[src/rtl/cmp_irq_ctrl_pkg.sv]
// Shared types and constants for the compare/interrupt controller.
package cmp_irq_ctrl_pkg;

   typedef enum logic [1:0] {
      StIdle    = 2'd0,
      StGrant   = 2'd1,
      StCompare = 2'd2,
      StIrq     = 2'd3
   } state_e;

   localparam logic REQ0 = 1'b0;
   localparam logic REQ1 = 1'b1;

   function automatic logic [1:0] idx_to_onehot(input logic idx);
      return idx ? 2'b10 : 2'b01;
   endfunction

endpackage

[src/rtl/cmp_irq_ctrl_rr_arb2.sv]
// Two-input round-robin arbiter; last holds the index granted on the most recent advance.
module rr_arb2
   import cmp_irq_ctrl_pkg::*;
(
   input  logic       clk,
   input  logic       reset,
   input  logic [1:0] req,
   input  logic       advance,
   output logic [1:0] grant,
   output logic       last
);

   logic last_q;

   always_comb begin
      grant = 2'b00;
      case (req)
         2'b01:   grant = 2'b01;
         2'b10:   grant = 2'b10;
         // Contention goes to whoever did not win last time
         2'b11:   grant = (last_q == REQ1) ? 2'b01 : 2'b10;
         default: grant = 2'b00;
      endcase
   end

   always_ff @(posedge clk) begin
      if (reset) begin
         last_q <= REQ1;
      end else if (advance && (|grant)) begin
         last_q <= grant[1];
      end
   end

   assign last = last_q;

endmodule

[src/rtl/cmp_irq_ctrl.sv]
// Arbitrated operand comparator raising a level interrupt on mismatch.
// Optional saturating mismatch counter enabled by CMP_IRQ_MISMATCH_CNT_EN.
module cmp_irq_ctrl
   import cmp_irq_ctrl_pkg::*;
#(
   parameter int unsigned DATA_W = 8,
   parameter int unsigned CNT_W  = 16
) (
   input  logic              clk,
   input  logic              reset,
   input  logic [1:0]        req,
   input  logic [DATA_W-1:0] data_a0,
   input  logic [DATA_W-1:0] data_b0,
   input  logic [DATA_W-1:0] data_a1,
   input  logic [DATA_W-1:0] data_b1,
   output logic [1:0]        gnt,
   output logic              read_strobe,
   output logic              interrupt,
   output logic              irq_src,
   input  logic              irq_ack,
   output logic              busy,
   output logic [CNT_W-1:0]  mismatch_cnt
);

   state_e            state_q, state_d;
   logic [DATA_W-1:0] op_a_q, op_b_q;
   logic              irq_src_q;
   logic [1:0]        arb_grant;
   logic              sel;
   logic              advance;
   logic              mismatch;

   assign advance  = (state_q == StIdle) && (|req);
   assign mismatch = |(op_a_q ^ op_b_q);

   // The arbiter's last pointer doubles as the selected requester for the whole transaction
   rr_arb2 u_arb (
      .clk     (clk),
      .reset   (reset),
      .req     (req),
      .advance (advance),
      .grant   (arb_grant),
      .last    (sel)
   );

   always_comb begin
      state_d     = state_q;
      gnt         = 2'b00;
      read_strobe = 1'b0;
      interrupt   = 1'b0;
      busy        = 1'b1;
      unique case (state_q)
         StIdle: begin
            busy = 1'b0;
            if (|req) state_d = StGrant;
         end
         StGrant: begin
            gnt     = idx_to_onehot(sel);
            state_d = StCompare;
         end
         StCompare: begin
            read_strobe = 1'b1;
            state_d     = mismatch ? StIrq : StIdle;
         end
         StIrq: begin
            interrupt = 1'b1;
            if (irq_ack) state_d = StIdle;
         end
         default: state_d = StIdle;
      endcase
   end

   always_ff @(posedge clk) begin
      if (reset) begin
         state_q   <= StIdle;
         op_a_q    <= '0;
         op_b_q    <= '0;
         irq_src_q <= REQ0;
      end else begin
         state_q <= state_d;
         if (state_q == StGrant) begin
            op_a_q <= (sel == REQ1) ? data_a1 : data_a0;
            op_b_q <= (sel == REQ1) ? data_b1 : data_b0;
         end
         if ((state_q == StCompare) && mismatch) begin
            irq_src_q <= sel;
         end
      end
   end

   assign irq_src = irq_src_q;

`ifdef CMP_IRQ_MISMATCH_CNT_EN
   logic [CNT_W-1:0] cnt_q;

   always_ff @(posedge clk) begin
      if (reset) begin
         cnt_q <= '0;
      end else if ((state_q == StCompare) && mismatch && !(&cnt_q)) begin
         cnt_q <= cnt_q + CNT_W'(1);
      end
   end

   assign mismatch_cnt = cnt_q;
`else
   assign mismatch_cnt = '0;
`endif

endmodule

[config.mk]
export PLATFORM = sky130hd
export DESIGN_NAME = cmp_irq_ctrl
export DESIGN_NICKNAME = d
export VERILOG_FILES = /design/src/rtl/cmp_irq_ctrl_pkg.sv /design/src/rtl/cmp_irq_ctrl_rr_arb2.sv /design/src/rtl/cmp_irq_ctrl.sv
export SDC_FILE = /design/constraint.sdc
export NUM_CORES = 1
export LEC_CHECK = 0
export CAP_MARGIN = 25
export CORE_ASPECT_RATIO = 0.7
export CORE_MARGIN = 2
export CORE_UTILIZATION = 33
export CTS_CLUSTER_DIAMETER = 100
export DETAILED_ROUTE_END_ITERATION = 10
export GPL_ROUTABILITY_DRIVEN = 0
export HOLD_SLACK_MARGIN = 0.02
export PLACE_DENSITY_LB_ADDON = 0.05
export SYNTH_ARGS = -nofsm -noshare
export SYNTH_HDL_FRONTEND = slang
export SYNTH_HIERARCHICAL = 1
export SYNTH_SLANG_ARGS = --single-unit
[constraint.sdc]
create_clock -name clk -period 1.4 [get_ports clk]
set_clock_uncertainty 0.2 [all_clocks]
set_input_delay 0.21 -clock clk [delete_from_list [all_inputs] [get_ports clk]]
set_output_delay 0.21 -clock clk [all_outputs]
set_load 0.1 [all_outputs]
==> run_results.csv, run 1 <==
group,metric,value,unit
sta,post-route-period-util,114.2,%
clock_network,cts_tree,"yes",
yosys,postSynthCellCount,123,
flow_run,maxCapViolCount,0,
clock_network,clkLatencyLatePin,0.26,ns
global_routing,antenna_found_initial,0,
sta,whs,0.3247,ns
hold_path,whs_path_depth,2,
placed_design,place_inst,213,
clock_network,numCtsBuffers,3,
drt,drtAntennaViolNets,0,
worst_setup_path,critPathMaxFanout,5,
sta,fin_ws,-0.1992,ns
placed_design,io_buffers,42,
pwr,sw_frac_of_total,40.21,%
final_layout,areaGrowthSynthToFinish,54.34,%
worst_setup_path,worstRegToRegCells,5,
floorplanning,chipHeight,55.88,microns
global_routing,grt-ovfl-total,0,
yosys,yosysWarnings,6,
worst_setup_path,crit_required,0.99,ns
placed_design,dp_hpwl,2.058,mm
floorplanning,die_area,4364,sq um
sta,finalCriticalPeriod,1.599,ns
pwr,ir_worst_vdd,0.8154,mV
pwr,power_frac_clock,17.9,%
global_routing,grt_max_degree,23,
drt,wl_per_cell,12.33,microns
pwr,power_density,1628,nW/um^2
clock_network,cts.path.max_buffers,2,
drt,drt-total-wl,2.750,mm
sta,hold_viol_final,0,
global_routing,first_global_vias,959,
drt,viasPerCell,4.413,
pwr,power_frac_comb,55.2,%
drt,drc,0,
final_layout,antenna_cells,0,
final_layout,drive_gt1_share,43.93,%
worst_setup_path,worstSetupStartpointType,"flip-flop",
floorplanning,rows,18,
final_layout,nets,211,
final_layout,final_cell_mix,"clkdlybuf4s50_1 (36), mux2i_1 (17), conb_1 (16)",
sta,drv_slew,0,
final_layout,design_area,1958,sq um
clock_network,cts.sink_count,20,
drt,first_pass_iters,3,
pwr,pwr-share-seq,26.9,%
hold_path,hold_path_class,"flip-flop to flip-flop",
drt,vias,984,
status,outcome,"finished with violations",
sta,setup-violations-final,6,
global_routing,grt_pass1_wl,4.464,mm
drt,drt_iter0_markers,22,
pwr,switchingPower,0.001282,W
pwr,intPower,0.001906,W
pwr,power,0.003188,W
yosys,avgSynthCellArea,10.31,sq um
worst_setup_path,endpoint_kind,"output pin",
floorplanning,initial_utilization,35.21,%
pwr,p_leak,0.8206,nW
status,violations,"negative setup slack",
yosys,synth_area,1269,sq um
final_layout,fin_cells,223,
worst_setup_path,path_class,"flip-flop to output pin",
clock_network,cts_root_buf,"clkbuf_8",
floorplanning,coreArea,3603,sq um
placed_design,dpl_cell_area,1755,sq um
sta,timing.fmax,625.3,MHz
final_layout,final_common_cell,"clkdlybuf4s50_1",
floorplanning,dieWidth,78.11,microns
clock_network,clk_pin_slew,0.07,ns
sta,rsz0062_at_grt,"true",
worst_setup_path,cp.arrival,1.19,ns
global_routing,grtUsageTotal,12.91,%
clock_network,htreeDepth,1,
floorplanning,pin_count,59,
## layout make-up
| class | instances | area, sq um |
|---|---|---|
| fill | 328 | 1645 |
| multi-input combinational | 93 | 767.0 |
| timing repair buffer | 55 | 635.6 |
| sequential | 20 | 417.9 |
| tap | 50 | 62.56 |
| clock buffer | 3 | 41.29 |
| clock inverter | 1 | 30.03 |
| inverter | 1 | 3.754 |
## path summary, 6_finish.rpt
kind | to | startpoint | slack [ns]
min reg2reg | op_b_q[0] | op_b_q[0] | 0.32
min | op_b_q[0] | op_b_q[0] | 0.32
max reg2reg | u_arb/last | state_q[1] | -0.06
max | gnt[0] | state_q[0] | -0.20
## routing by layer
metal  part of all wire (%)  vias up  routed length (microns)  GRT usage (%)
met2                     46       37                     1269          21.06
met4                   0.98        0                       27          3.759
met1                     46      455                     1271          16.42
met3                    6.6        2                      181          4.058
met5                      0        -                        0              0
li1                       -      490                        -              -
## power groups by stage
stage	clock network (W)	registers, W	logic [W]
2_1_floorplan	0	0.000861	0.00121
3_3_place_gp	0	0.000831	0.00157
3_5_place_dp	0	0.000834	0.00159
4_1_cts	0.000594	0.000825	0.00163
5_1_grt	0.000620	0.000876	0.00186
6_report	0.000571	0.000858	0.00176
## metrics by stage
stage / utilization, % / setup WS (ns) / TNS, ns
after floorplan: - / -0.1375 / -0.4300
after CTS: 51.39 / -0.2052 / -0.6189
final: 54.34 / -0.1992 / -0.5988
after global routing: 54.34 / -0.2445 / -0.8881
after global placement: 48.72 / -0.1462 / -0.1462
after detailed placement: 48.72 / -0.2051 / -0.2051
## registers in the layout (all words and copies together), names as in the netlist
name        flops
op_a_q          8
op_b_q          8
state_q         2
irq_src         1
u_arb/last      1
## critical path: stages (launching register included)
cell	delay [ns]
dfxtp_2	0.36
or2b_1	0.28
nor2_4	0.11
buf_12	0.18
## what timing repair did
| item | 4_1_cts | 5_1_grt |
|---|---|---|
| gates cloned | 0 | 1 |
| hold buffers | 0 | 0 |
| pin swaps | 1 | 7 |
| resized for setup | 2 | 21 |
| setup endpoints to repair | 6 | 18 |
| setup buffers | 3 | 2 |
Power figures use the tool's default switching activity.
==> run 2, diff against run 1 <==
Settings changed: SLEW_MARGIN set to 15.
Clock period 1.4 ns to 1.9 ns, I/O delays scaled along.
==> run 2 against run 1 <==
Against the previous run: the flow now finishes without violations; via count down 4.3%; non-clock buffer count down 7; highest routed layer unchanged; count of clock-buffer cells in the layout up 1; total power down 36%; sequential power down 30%; register-to-register slack better by 0.42 ns; clock power down 44%; wire length down 12%; sequential share of layout area up 1.2 points.
==> run_results.csv, run 2 (synthesis results as in run 1) <==
group,metric,value,unit
final_layout,areaGrowthSynthToFinish,40.14,%
sta,setup-violations-final,0,
clock_network,cts.sink_count,20,
drt,wl_per_cell,11.25,microns
global_routing,grt_pass1_wl,4.271,mm
worst_setup_path,cp.arrival,1.22,ns
placed_design,io_buffers,42,
drt,drt_iter0_markers,31,
clock_network,cts_tree,"yes",
status,outcome,"complete, no violations",
floorplanning,dieWidth,78.11,microns
final_layout,final_cell_mix,"clkdlybuf4s50_1 (36), dfxtp_1 (20), mux2i_1 (17)",
hold_path,hold_path_class,"flip-flop to flip-flop",
worst_setup_path,path_class,"flip-flop to output pin",
drt,drt-total-wl,2.431,mm
sta,timing.fmax,587.7,MHz
pwr,power_density,1146,nW/um^2
sta,setup_tns,0,ns
clock_network,cts_root_buf,"clkbuf_8",
global_routing,grt_max_degree,33,
clock_network,postCtsSetupBuffers,0,
final_layout,antenna_cells,0,
pwr,p_leak,0.7457,nW
clock_network,htreeDepth,1,
clock_network,clk_pin_slew,0.07,ns
worst_setup_path,crit_required,1.41,ns
final_layout,nets,204,
clock_network,holdBufCountCts,0,
clock_network,clkLatencyLatePin,0.25,ns
final_layout,reg.largest.list,"op_a_q x8, op_b_q x8, state_q x2",
drt,drc,0,
floorplanning,initial_utilization,35.21,%
worst_setup_path,worstSetupStartpointType,"flip-flop",
pwr,ir_worst_vdd,0.3988,mV
worst_setup_path,endpoint_kind,"output pin",
final_layout,n_fill_cell,348,
floorplanning,die_area,4364,sq um
global_routing,first_global_vias,890,
placed_design,dp_hpwl,1.964,mm
floorplanning,rows,18,
drt,drtAntennaViolNets,0,
flow_run,maxCapViolCount,0,
sta,drv_slew,0,
drt,vias,942,
sta,post-route-period-util,89.55,%
drt,first_pass_iters,2,
final_layout,final_common_cell,"clkdlybuf4s50_1",
global_routing,grtUsageTotal,12.20,%
global_routing,grt-ovfl-total,0,
worst_setup_path,critPathMaxFanout,5,
clock_network,cts.path.max_buffers,2,
floorplanning,chipHeight,55.88,microns
global_routing,antenna_found_initial,0,
pwr,power,0.002037,W
sta,rsz0062_at_grt,"false",
clock_network,numCtsBuffers,3,
sta,finalCriticalPeriod,1.701,ns
sta,hold_viol_final,0,
drt,viasPerCell,4.361,
floorplanning,coreArea,3603,sq um
floorplanning,pin_count,59,
final_layout,drive_gt1_share,28.92,%
clock_network,cts_resized,0,
[run 2: cell count changes in the layout (fill, tap and decap cells not counted), sizes merged]
cell / before / now
buf: 18 / 12
bufinv: 1 / 0
[run 2: final cells by class]
class                           count  area, sq um  area share (%)
Multi-Input combinational cell     93        718.2           40.39
Timing Repair Buffer               48        538.0           30.26
Sequential cell                    20        400.4           22.52
Tap cell                           50        62.56           3.519
Clock buffer                        4        55.05           3.096
Inverter                            1        3.754          0.2111
[run 2: power by group]
part / internal (W) / switching [W]
Combinational: 0.000450 / 0.000661
Clock: 0.000184 / 0.000137
Sequential: 0.000519 / 0.0000854
[run 2: worst paths after layout]
path               from    endpoint  slack [ns]  cells after the start
min             irq_src     irq_src        0.31                      2
max          state_q[0]      gnt[0]        0.20                      3
min reg2reg     irq_src     irq_src        0.31                      2
max reg2reg  state_q[1]  u_arb/last        0.36                      5
[run 2: metrics by stage]
step	hold slack, ns	setup slack [ns]	util (%)	cells	instance area, sq um
after floorplan	0.1953	0.01466	-	138	1329
after global placement	0.3080	0.2769	47.81	212	1723
after detailed placement	0.3078	0.2578	47.81	212	1723
after CTS	0.3182	0.1787	49.34	216	1778
after global routing	0.3461	0.1098	49.34	216	1778
final	0.3110	0.1985	49.34	216	1778
[run 2: worst max-delay path: stages (launching register included)]
cell and delay, ns:
dfxtp_1 0.37, or2b_1 0.27, nor2_2 0.13, buf_12 0.19
[run 2: layer usage]
| metal | track usage (%) | share of wire (%) | vias up |
|---|---|---|---|
| li1 | - | - | 475 |
| met1 | 16.72 | 48 | 427 |
| met2 | 18.35 | 44 | 38 |
| met3 | 3.734 | 7.7 | 2 |
| met4 | 3.759 | 1.1 | 0 |
| met5 | 0 | 0 | - |
